## src/rtl/mio_pkg.sv

```systemverilog
// Shared definitions for the MIO GPIO bank: register offsets, AXI response codes, FSM states.
// Latency: n/a (types and constants only).
// Backpressure: n/a.
package mio_pkg;

  // Byte offsets within the GPIO register window; decoding uses bits [4:2].
  localparam logic [31:0] GPIO_DATA_OUT_OFS = 32'h00;
  localparam logic [31:0] GPIO_DIR_OFS      = 32'h04;
  localparam logic [31:0] GPIO_DATA_IN_OFS  = 32'h08;
  localparam logic [31:0] GPIO_IRQ_EN_OFS   = 32'h0C;
  localparam logic [31:0] GPIO_IRQ_STAT_OFS = 32'h10;
  localparam logic [31:0] GPIO_EDGE_SEL_OFS = 32'h14;
  localparam logic [31:0] GPIO_WINDOW_BYTES = 32'h18;

  typedef enum logic [1:0] {
    OKAY   = 2'b00,
    SLVERR = 2'b10
  } axi_resp_e;

  typedef enum logic {
    W_IDLE = 1'b0,
    W_RESP = 1'b1
  } w_state_e;

  typedef enum logic {
    R_IDLE = 1'b0,
    R_RESP = 1'b1
  } r_state_e;

  // True when a window offset falls outside the map or is not word aligned.
  function automatic logic gpio_ofs_bad(input logic [31:0] ofs);
    return (ofs >= GPIO_WINDOW_BYTES) || (ofs[1:0] != 2'b00);
  endfunction

endpackage

```

## src/rtl/gpio_sync.sv

```systemverilog
// Pad input synchroniser with one history flop and per-pin edge select.
// Latency: STAGES cycles to o_sync; o_edge is combinational from o_sync and the history flop.
// Backpressure: none, free-running every cycle.
// Ports: clk/rst_n; i_async pad inputs; i_fall_sel 1 = falling edge per pin;
//        o_sync synchronised value; o_edge one-cycle edge pulse per pin.
module gpio_sync #(
  parameter int W      = 8,
  parameter int STAGES = 2
) (
  input  logic         clk,
  input  logic         rst_n,
  input  logic [W-1:0] i_async,
  input  logic [W-1:0] i_fall_sel,
  output logic [W-1:0] o_sync,
  output logic [W-1:0] o_edge
);

  logic [STAGES-1:0][W-1:0] r_chain;
  logic [W-1:0]             r_hist;

  always_ff @(posedge clk or negedge rst_n) begin
    if (!rst_n) begin
      r_chain <= '0;
      r_hist  <= '0;
    end else begin
      r_chain <= {r_chain[STAGES-2:0], i_async};
      r_hist  <= r_chain[STAGES-1];
    end
  end

  assign o_sync = r_chain[STAGES-1];
  assign o_edge = (o_sync & ~r_hist & ~i_fall_sel) | (~o_sync & r_hist & i_fall_sel);

endmodule

```

## src/rtl/axil_gpio_bank.sv

```systemverilog
// AXI-lite GPIO bank: output data, direction, synchronised inputs, edge-capture status, level irq.
// Latency: read data 1 cycle after arvalid; write applied at accept, bvalid the cycle after.
// Backpressure: one outstanding write and one outstanding read; no new accept until bready/rready.
// Ports: clk, rst_n; AXI-lite slave axi_aw*/axi_w*/axi_b*/axi_ar*/axi_r*;
//        gpio_in (async pads), gpio_out/gpio_oe (from DATA_OUT/DIR), irq (|(IRQ_STAT & IRQ_EN), registered).
module axil_gpio_bank
  import mio_pkg::*;
#(
  parameter logic [31:0] MEM_BASE    = 32'h1000_0004,
  parameter int          NUM_GPIO    = 8,
  parameter int          SYNC_STAGES = 2
) (
  input  logic                clk,
  input  logic                rst_n,
  input  logic [31:0]         axi_awaddr,
  input  logic                axi_awvalid,
  output logic                axi_awready,
  input  logic [31:0]         axi_wdata,
  input  logic [3:0]          axi_wstrb,
  input  logic                axi_wvalid,
  output logic                axi_wready,
  output logic [1:0]          axi_bresp,
  output logic                axi_bvalid,
  input  logic                axi_bready,
  input  logic [31:0]         axi_araddr,
  input  logic                axi_arvalid,
  output logic                axi_arready,
  output logic [31:0]         axi_rdata,
  output logic [1:0]          axi_rresp,
  output logic                axi_rvalid,
  input  logic                axi_rready,
  input  logic [NUM_GPIO-1:0] gpio_in,
  output logic [NUM_GPIO-1:0] gpio_out,
  output logic [NUM_GPIO-1:0] gpio_oe,
  output logic                irq
);

  // Bits at or above NUM_GPIO are held at zero in every register.
  localparam logic [31:0] VALID_MASK = (NUM_GPIO >= 32) ? 32'hFFFF_FFFF
                                                        : ((32'h1 << NUM_GPIO) - 32'h1);

  localparam logic [2:0] SEL_DATA_OUT = GPIO_DATA_OUT_OFS[4:2];
  localparam logic [2:0] SEL_DIR      = GPIO_DIR_OFS[4:2];
  localparam logic [2:0] SEL_DATA_IN  = GPIO_DATA_IN_OFS[4:2];
  localparam logic [2:0] SEL_IRQ_EN   = GPIO_IRQ_EN_OFS[4:2];
  localparam logic [2:0] SEL_IRQ_STAT = GPIO_IRQ_STAT_OFS[4:2];
  localparam logic [2:0] SEL_EDGE_SEL = GPIO_EDGE_SEL_OFS[4:2];

  logic [31:0] r_data_out;
  logic [31:0] r_dir;
  logic [31:0] r_irq_en;
  logic [31:0] r_irq_stat;
  logic [31:0] r_edge_sel;
  logic        r_irq;

  w_state_e  r_wstate, w_wstate_nxt;
  r_state_e  r_rstate, w_rstate_nxt;
  axi_resp_e r_bresp, r_rresp;
  logic [31:0] r_rdata;

  logic        w_wr_fire, w_rd_fire;
  logic [31:0] w_wofs, w_rofs;
  logic [2:0]  w_wsel, w_rsel;
  logic        w_wbad, w_rbad, w_wr_ro, w_wr_ok;
  logic [31:0] w_bmask, w_w1c, w_edge32, w_rdata_nxt;
  logic [NUM_GPIO-1:0] w_sync, w_edge;

  // ---------------- input path ----------------
  gpio_sync #(
    .W      (NUM_GPIO),
    .STAGES (SYNC_STAGES)
  ) u_sync (
    .clk        (clk),
    .rst_n      (rst_n),
    .i_async    (gpio_in),
    .i_fall_sel (r_edge_sel[NUM_GPIO-1:0]),
    .o_sync     (w_sync),
    .o_edge     (w_edge)
  );

  assign w_edge32 = 32'(w_edge);

  // ---------------- write channel ----------------
  always_comb begin
    w_wstate_nxt = r_wstate;
    w_wr_fire    = 1'b0;
    case (r_wstate)
      W_IDLE: begin
        // Address and data are only taken together; either alone waits.
        if (axi_awvalid && axi_wvalid) begin
          w_wr_fire    = 1'b1;
          w_wstate_nxt = W_RESP;
        end
      end
      W_RESP: begin
        if (axi_bready) w_wstate_nxt = W_IDLE;
      end
      default: w_wstate_nxt = W_IDLE;
    endcase
  end

  always_ff @(posedge clk or negedge rst_n) begin
    if (!rst_n) r_wstate <= W_IDLE;
    else        r_wstate <= w_wstate_nxt;
  end

  assign axi_awready = w_wr_fire;
  assign axi_wready  = w_wr_fire;
  assign axi_bvalid  = (r_wstate == W_RESP);
  assign axi_bresp   = r_bresp;

  assign w_wofs  = axi_awaddr - MEM_BASE;
  assign w_wsel  = w_wofs[4:2];
  assign w_wbad  = gpio_ofs_bad(w_wofs);
  assign w_wr_ro = (w_wsel == SEL_DATA_IN);
  assign w_wr_ok = w_wr_fire && !w_wbad && !w_wr_ro;
  assign w_bmask = {{8{axi_wstrb[3]}}, {8{axi_wstrb[2]}},
                    {8{axi_wstrb[1]}}, {8{axi_wstrb[0]}}} & VALID_MASK;
  assign w_w1c   = (w_wr_ok && (w_wsel == SEL_IRQ_STAT)) ? (axi_wdata & w_bmask) : 32'h0;

  always_ff @(posedge clk or negedge rst_n) begin
    if (!rst_n) begin
      r_bresp    <= OKAY;
      r_data_out <= '0;
      r_dir      <= '0;
      r_irq_en   <= '0;
      r_edge_sel <= '0;
    end else begin
      if (w_wr_fire) r_bresp <= (w_wbad || w_wr_ro) ? SLVERR : OKAY;
      if (w_wr_ok) begin
        case (w_wsel)
          SEL_DATA_OUT: r_data_out <= (r_data_out & ~w_bmask) | (axi_wdata & w_bmask);
          SEL_DIR:      r_dir      <= (r_dir      & ~w_bmask) | (axi_wdata & w_bmask);
          SEL_IRQ_EN:   r_irq_en   <= (r_irq_en   & ~w_bmask) | (axi_wdata & w_bmask);
          SEL_EDGE_SEL: r_edge_sel <= (r_edge_sel & ~w_bmask) | (axi_wdata & w_bmask);
          default: ;
        endcase
      end
    end
  end

  // A new edge in the same cycle as a W1C clear leaves the bit set.
  always_ff @(posedge clk or negedge rst_n) begin
    if (!rst_n) begin
      r_irq_stat <= '0;
      r_irq      <= 1'b0;
    end else begin
      r_irq_stat <= (r_irq_stat & ~w_w1c) | w_edge32;
      r_irq      <= |(r_irq_stat & r_irq_en);
    end
  end

  // ---------------- read channel ----------------
  always_comb begin
    w_rstate_nxt = r_rstate;
    w_rd_fire    = 1'b0;
    case (r_rstate)
      R_IDLE: begin
        if (axi_arvalid) begin
          w_rd_fire    = 1'b1;
          w_rstate_nxt = R_RESP;
        end
      end
      R_RESP: begin
        if (axi_rready) w_rstate_nxt = R_IDLE;
      end
      default: w_rstate_nxt = R_IDLE;
    endcase
  end

  always_ff @(posedge clk or negedge rst_n) begin
    if (!rst_n) r_rstate <= R_IDLE;
    else        r_rstate <= w_rstate_nxt;
  end

  assign w_rofs = axi_araddr - MEM_BASE;
  assign w_rsel = w_rofs[4:2];
  assign w_rbad = gpio_ofs_bad(w_rofs);

  always_comb begin
    w_rdata_nxt = 32'h0;
    if (!w_rbad) begin
      case (w_rsel)
        SEL_DATA_OUT: w_rdata_nxt = r_data_out;
        SEL_DIR:      w_rdata_nxt = r_dir;
        SEL_DATA_IN:  w_rdata_nxt = 32'(w_sync);
        SEL_IRQ_EN:   w_rdata_nxt = r_irq_en;
        SEL_IRQ_STAT: w_rdata_nxt = r_irq_stat;
        SEL_EDGE_SEL: w_rdata_nxt = r_edge_sel;
        default:      w_rdata_nxt = 32'h0;
      endcase
    end
  end

  // rdata is a snapshot at accept and stays put until the next accept.
  always_ff @(posedge clk or negedge rst_n) begin
    if (!rst_n) begin
      r_rdata <= '0;
      r_rresp <= OKAY;
    end else if (w_rd_fire) begin
      r_rdata <= w_rdata_nxt;
      r_rresp <= w_rbad ? SLVERR : OKAY;
    end
  end

  assign axi_arready = w_rd_fire;
  assign axi_rvalid  = (r_rstate == R_RESP);
  assign axi_rdata   = r_rdata;
  assign axi_rresp   = r_rresp;

  // ---------------- pads and interrupt ----------------
  assign gpio_out = r_data_out[NUM_GPIO-1:0];
  assign gpio_oe  = r_dir[NUM_GPIO-1:0];
  assign irq      = r_irq;

endmodule

```

## config.mk

```make
export PLATFORM = sky130hd
export DESIGN_NAME = axil_gpio_bank
export DESIGN_NICKNAME = d
export VERILOG_FILES = /design/src/rtl/mio_pkg.sv /design/src/rtl/gpio_sync.sv /design/src/rtl/axil_gpio_bank.sv
export SDC_FILE = /design/constraint.sdc
export NUM_CORES = 1
export LEC_CHECK = 0
export ABC_AREA = 1
export CORE_MARGIN = 1.5
export CORE_UTILIZATION = 53
export CTS_CLUSTER_SIZE = 12
export DETAILED_ROUTE_END_ITERATION = 12
export GPL_ROUTABILITY_DRIVEN = 0
export HOLD_SLACK_MARGIN = 0.08
export PLACE_DENSITY = 0.86
export SYNTH_ARGS = -nofsm -noshare
export SYNTH_HDL_FRONTEND = slang
export SYNTH_SLANG_ARGS = --single-unit
```

## constraint.sdc

```tcl
create_clock -name clk -period 3.1 [get_ports clk]
set_input_delay 0.31 -clock clk [delete_from_list [all_inputs] [get_ports clk]]
set_output_delay 0.31 -clock clk [all_outputs]
set_load 0.005 [all_outputs]
```

==> impl_summary.md, run 1 <==
Timing
For the final database, setup skew stands at slightly above 0.009 ns. The max-slew violation total from the final report is 0. The peak clock frequency supported by timing is approximately 370 MHz. Measured against its own limit, the worst slew margin works out to 36.48%.

Setup repair after global routing left no endpoint under its margin. The worst hold slack across all endpoints is 0.1319 ns. The summed negative setup slack over all endpoints is 0 ns. Setup violations remaining at the end of the flow were counted as 0.

The hold violation count in the final report is 0. The transition time at the pin with the least slew margin is roughly 0.95 ns. The clock period minus final worst setup slack is ~2.7 ns. After layout, the worst path uses 86.33% of the clock period.

GRT
The initial antenna violation count is 0. The first global-routing pass estimated 28,880 um of wire. The total congestion overflow is 0. The global-route usage over all layers is 28.28%. The largest net degree at the start of global routing is a little under 80. The number of global-route vias before repair came to around 6,300.

Worst setup path
The buffers plus inverters on the worst setup path is 2. The required time reported for the critical path endpoint is 3.33 ns. Traced cell by cell, the critical path runs through clkdlybuf4s50_1 > inv_1 > ha_1 > nand2_1 > nor2_1 > nand2_1 > nand3_1 > nand2_1 > nand2_1 > nand2_1 > nor2_2 > nand3_2 > nor2_8 > nand2_2 > nand2_1 > nand2_1.

The arrival time at the worst endpoint is roughly 2.9 ns. STA classifies the critical path startpoint as an input pin. The cell that appears most often on the critical path is nand2_1.

STA classifies the critical path endpoint as a flip-flop. The largest single stage delay on the critical path is between 0.4 and 0.5 ns. The largest fanout of any net on the critical path is 14. The worst setup path is of the in -> reg kind. Among cell families on the critical path, the largest total delay comes from simple AND/OR/NAND/NOR gates.

The standard cell with the maximum stage delay on the critical path is clkdlybuf4s50_1.

Clocking
The clock input transition at the sequential cells of the worst setup and hold paths is ~0.060 ns. The root buffer cell chosen for the clock tree is clkbuf_16. The number of buffers inserted during clock tree synthesis is 9. The TritonCTS clock tree is done. The number of gates resized after CTS is 0. The number of hold buffers added after CTS is 0. The number of levels the H-tree was split into is 3. The number of setup buffers added after CTS is 0. The sink count of the clock tree is 77.

The clock network latency to the later pin of the worst-skew pair is between 0.3 and 0.4 ns. The clock passes through at most 2 buffers.

Detailed routing
The remaining design rule violation count is 0. The first-iteration detailed-routing DRC count is 803. The aggregate routed wire length is between 15,000 and 20,000 um.

The detailed-router iteration count before antenna repair is 5. The via total after detailed routing is between 6,000 and 7,000. The number of nets still failing antenna checks after routing is 0.

The average wire per standard cell is about 14 um. The number of vias per cell after detailed routing is between 5 and 6.

Finish
The final layout net count is between 1,000 and 1,500. The count of inserted antenna diode cells is 0. The fraction of layout instances using a drive strength above 1 is 6.039%.

The most common cell after layout, fill and taps aside is nand2_1. The growth of design area from synthesis to finish is 24.82%. The layout filler cell count is around 1,000. Leaving out fill and tap cells, the most frequent cells in the layout are nand2_1 (365), nor2_1 (126), inv_1 (123). The finished layout holds 1,269 standard cells, fillers aside.

Run
Max-cap violations in this run came to 0.

Synthesis
The total standard cell area after synthesis is around 6200 um^2. The share of the yosys chip area belonging to registers is a little under a third. Among all flip-flop cells after synthesis, the most frequent one is dfrtp_1. Counting flops with a built-in enable in the synthesized netlist gives 0.

The post-synthesis sequential element count is between 70 and 80. The synthesized design devotes to its leading area cell type between 30% and 40% of total area. The biggest area consumer among synthesized cells is dfrtp_1. The instance count of the mapped netlist is approximately 1,000.

The number of different library cells used by synthesis comes to 37. During synthesis, Yosys emitted a total of 0 warnings. The synthesized area per cell is about 6.3 um^2. In the synthesized netlist the async set-or-reset flop fraction comes to 100.0%.

By area the synthesized netlist is led by dfrtp_1 (31%), nand2_1 (22%), nor2_1 (7.6%).

Place
Including well taps, the total number of placed cells is 1,253. The number of input and output port buffers inserted is 119. The half-perimeter wire length after placement is about 13,000 um.

Run status
The flow ran to the end, and the final reports show no timing, DRC or antenna violations.

Pwr
The total power after layout is around 2.6 mW. VDD sags by at most around 0.39 mV. The leakage power summed over all cells is just under 4 nW.

The power per standard cell area is 331.7 nW/um^2.

Die
The top-level port count is approximately 170. The horizontal die dimension is 111.5 um. For this configuration, the core starts out at a cell density of around 54%. In this run the core area contains 39 standard-cell rows. The core region is 11,470 um^2. The floorplan die height is approximately 110 um.

The die covers between 10,000 and 15,000 um^2.

Min path
The path category of the worst min-delay check is in -> async.
## Yosys cell counts (5+ instances only)
master / number
inv_1: 123
inv_2: 5
nor2_2: 14
a21oi_1: 7
buf_4: 27
nand3_1: 74
nor3_1: 5
nor2_4: 8
or2_2: 5
a31oi_1: 5
nand3b_1: 6
dfrtp_1: 77
nand2_2: 7
nand4_1: 59
ha_1: 10
nand2_1: 365
xor2_1: 9
o21ai_0: 27
nor2_1: 126
## layout make-up
cell class | instances | area, um^2 | area share [%]
well taps | 143 | 178.9 | 2.297
multi-input cells | 776 | 3635 | 46.66
clock buffers | 10 | 239.0 | 3.068
flip-flops and latches | 77 | 1927 | 24.74
clock inverters | 6 | 68.82 | 0.8834
repair buffers | 125 | 1246 | 16.00
inverters | 132 | 495.5 | 6.360
## kinds of logic after synthesis
kind of cell / count (synthesis) / share of synthesized area, %
DFF: 77 / 30.87
other: 1 / 0.06009
AOI/OAI and AO/OA: 55 / 5.152
and+or+nand+nor: 676 / 48.26
xor gates and xnor gates: 9 / 1.263
buffers and inverters: 170 / 12.39
adders and majority gates: 10 / 2.005
## routing by layer
| metal | track usage, % | wire length, um | up-vias |
|---|---|---|---|
| met2 | 47.20 | 7931 | 334 |
| met1 | 37.13 | 7254 | 3060 |
| li1 | - | - | 3381 |
| met3 | 5.335 | 1427 | 58 |
| met5 | 0 | 0 | - |
| met4 | 9.451 | 525 | 0 |
## worst paths after layout
path,cells after the start,start,endpoint,slack [ns]
setup reg to reg,14,axi_bvalid$_DFF_PN0_,flip-flop,1.03
max in group asynchronous,1,rst_n,u_sync.o_sync[4]$_DFF_PN0_,2.36
hold reg to reg,0,u_sync.r_chain[3]$_DFF_PN0_,u_sync.o_sync[3]$_DFF_PN0_,0.35
setup / recovery,16,axi_awaddr[2],flip-flop,0.42
min in group clk,0,u_sync.r_chain[3]$_DFF_PN0_,u_sync.o_sync[3]$_DFF_PN0_,0.35
hold / removal,1,rst_n,asynchronous set/reset pin,0.13
## report_power, final
group	leakage, nW	total (mW)	internal [mW]	switching [mW]
combinational	2.78	0.480	0.197	0.283
sequential	0.967	1.04	1.03	0.0111
clock	0.149	1.07	0.650	0.415
## worst reg2reg max path, delay by kind of cell, from the launching register on
family                 cells  cell delay (ns)
DFF                        1             0.37
buffers and inverters      1             0.06
and+or+nand+nor           13             1.51
## stage by stage
stage                     utilization [%]  instance area [um^2]  setup slack [ns]
final                               67.93                  7790            0.4237
after global routing                67.93                  7790            0.1567
after CTS                           67.93                  7790            0.4342
after detailed placement            65.25                  7482           0.09442
after global placement              65.25                  7482            0.1566
after floorplan                         -                  6335            0.9560
No activity file was read; power rests on OpenSTA's default activity.
==> inputs of run 2 (changes only) <==
--- a/config.mk
+++ b/config.mk
@@ -13,6 +13,7 @@
 export GPL_ROUTABILITY_DRIVEN = 0
 export HOLD_SLACK_MARGIN = 0.08
 export PLACE_DENSITY = 0.86
+export SLEW_MARGIN = 0
 export SYNTH_ARGS = -nofsm -noshare
 export SYNTH_HDL_FRONTEND = slang
 export SYNTH_SLANG_ARGS = --single-unit
==> results of run 2 <==
Final layout, timing and power as in run 1 (identical DEF).
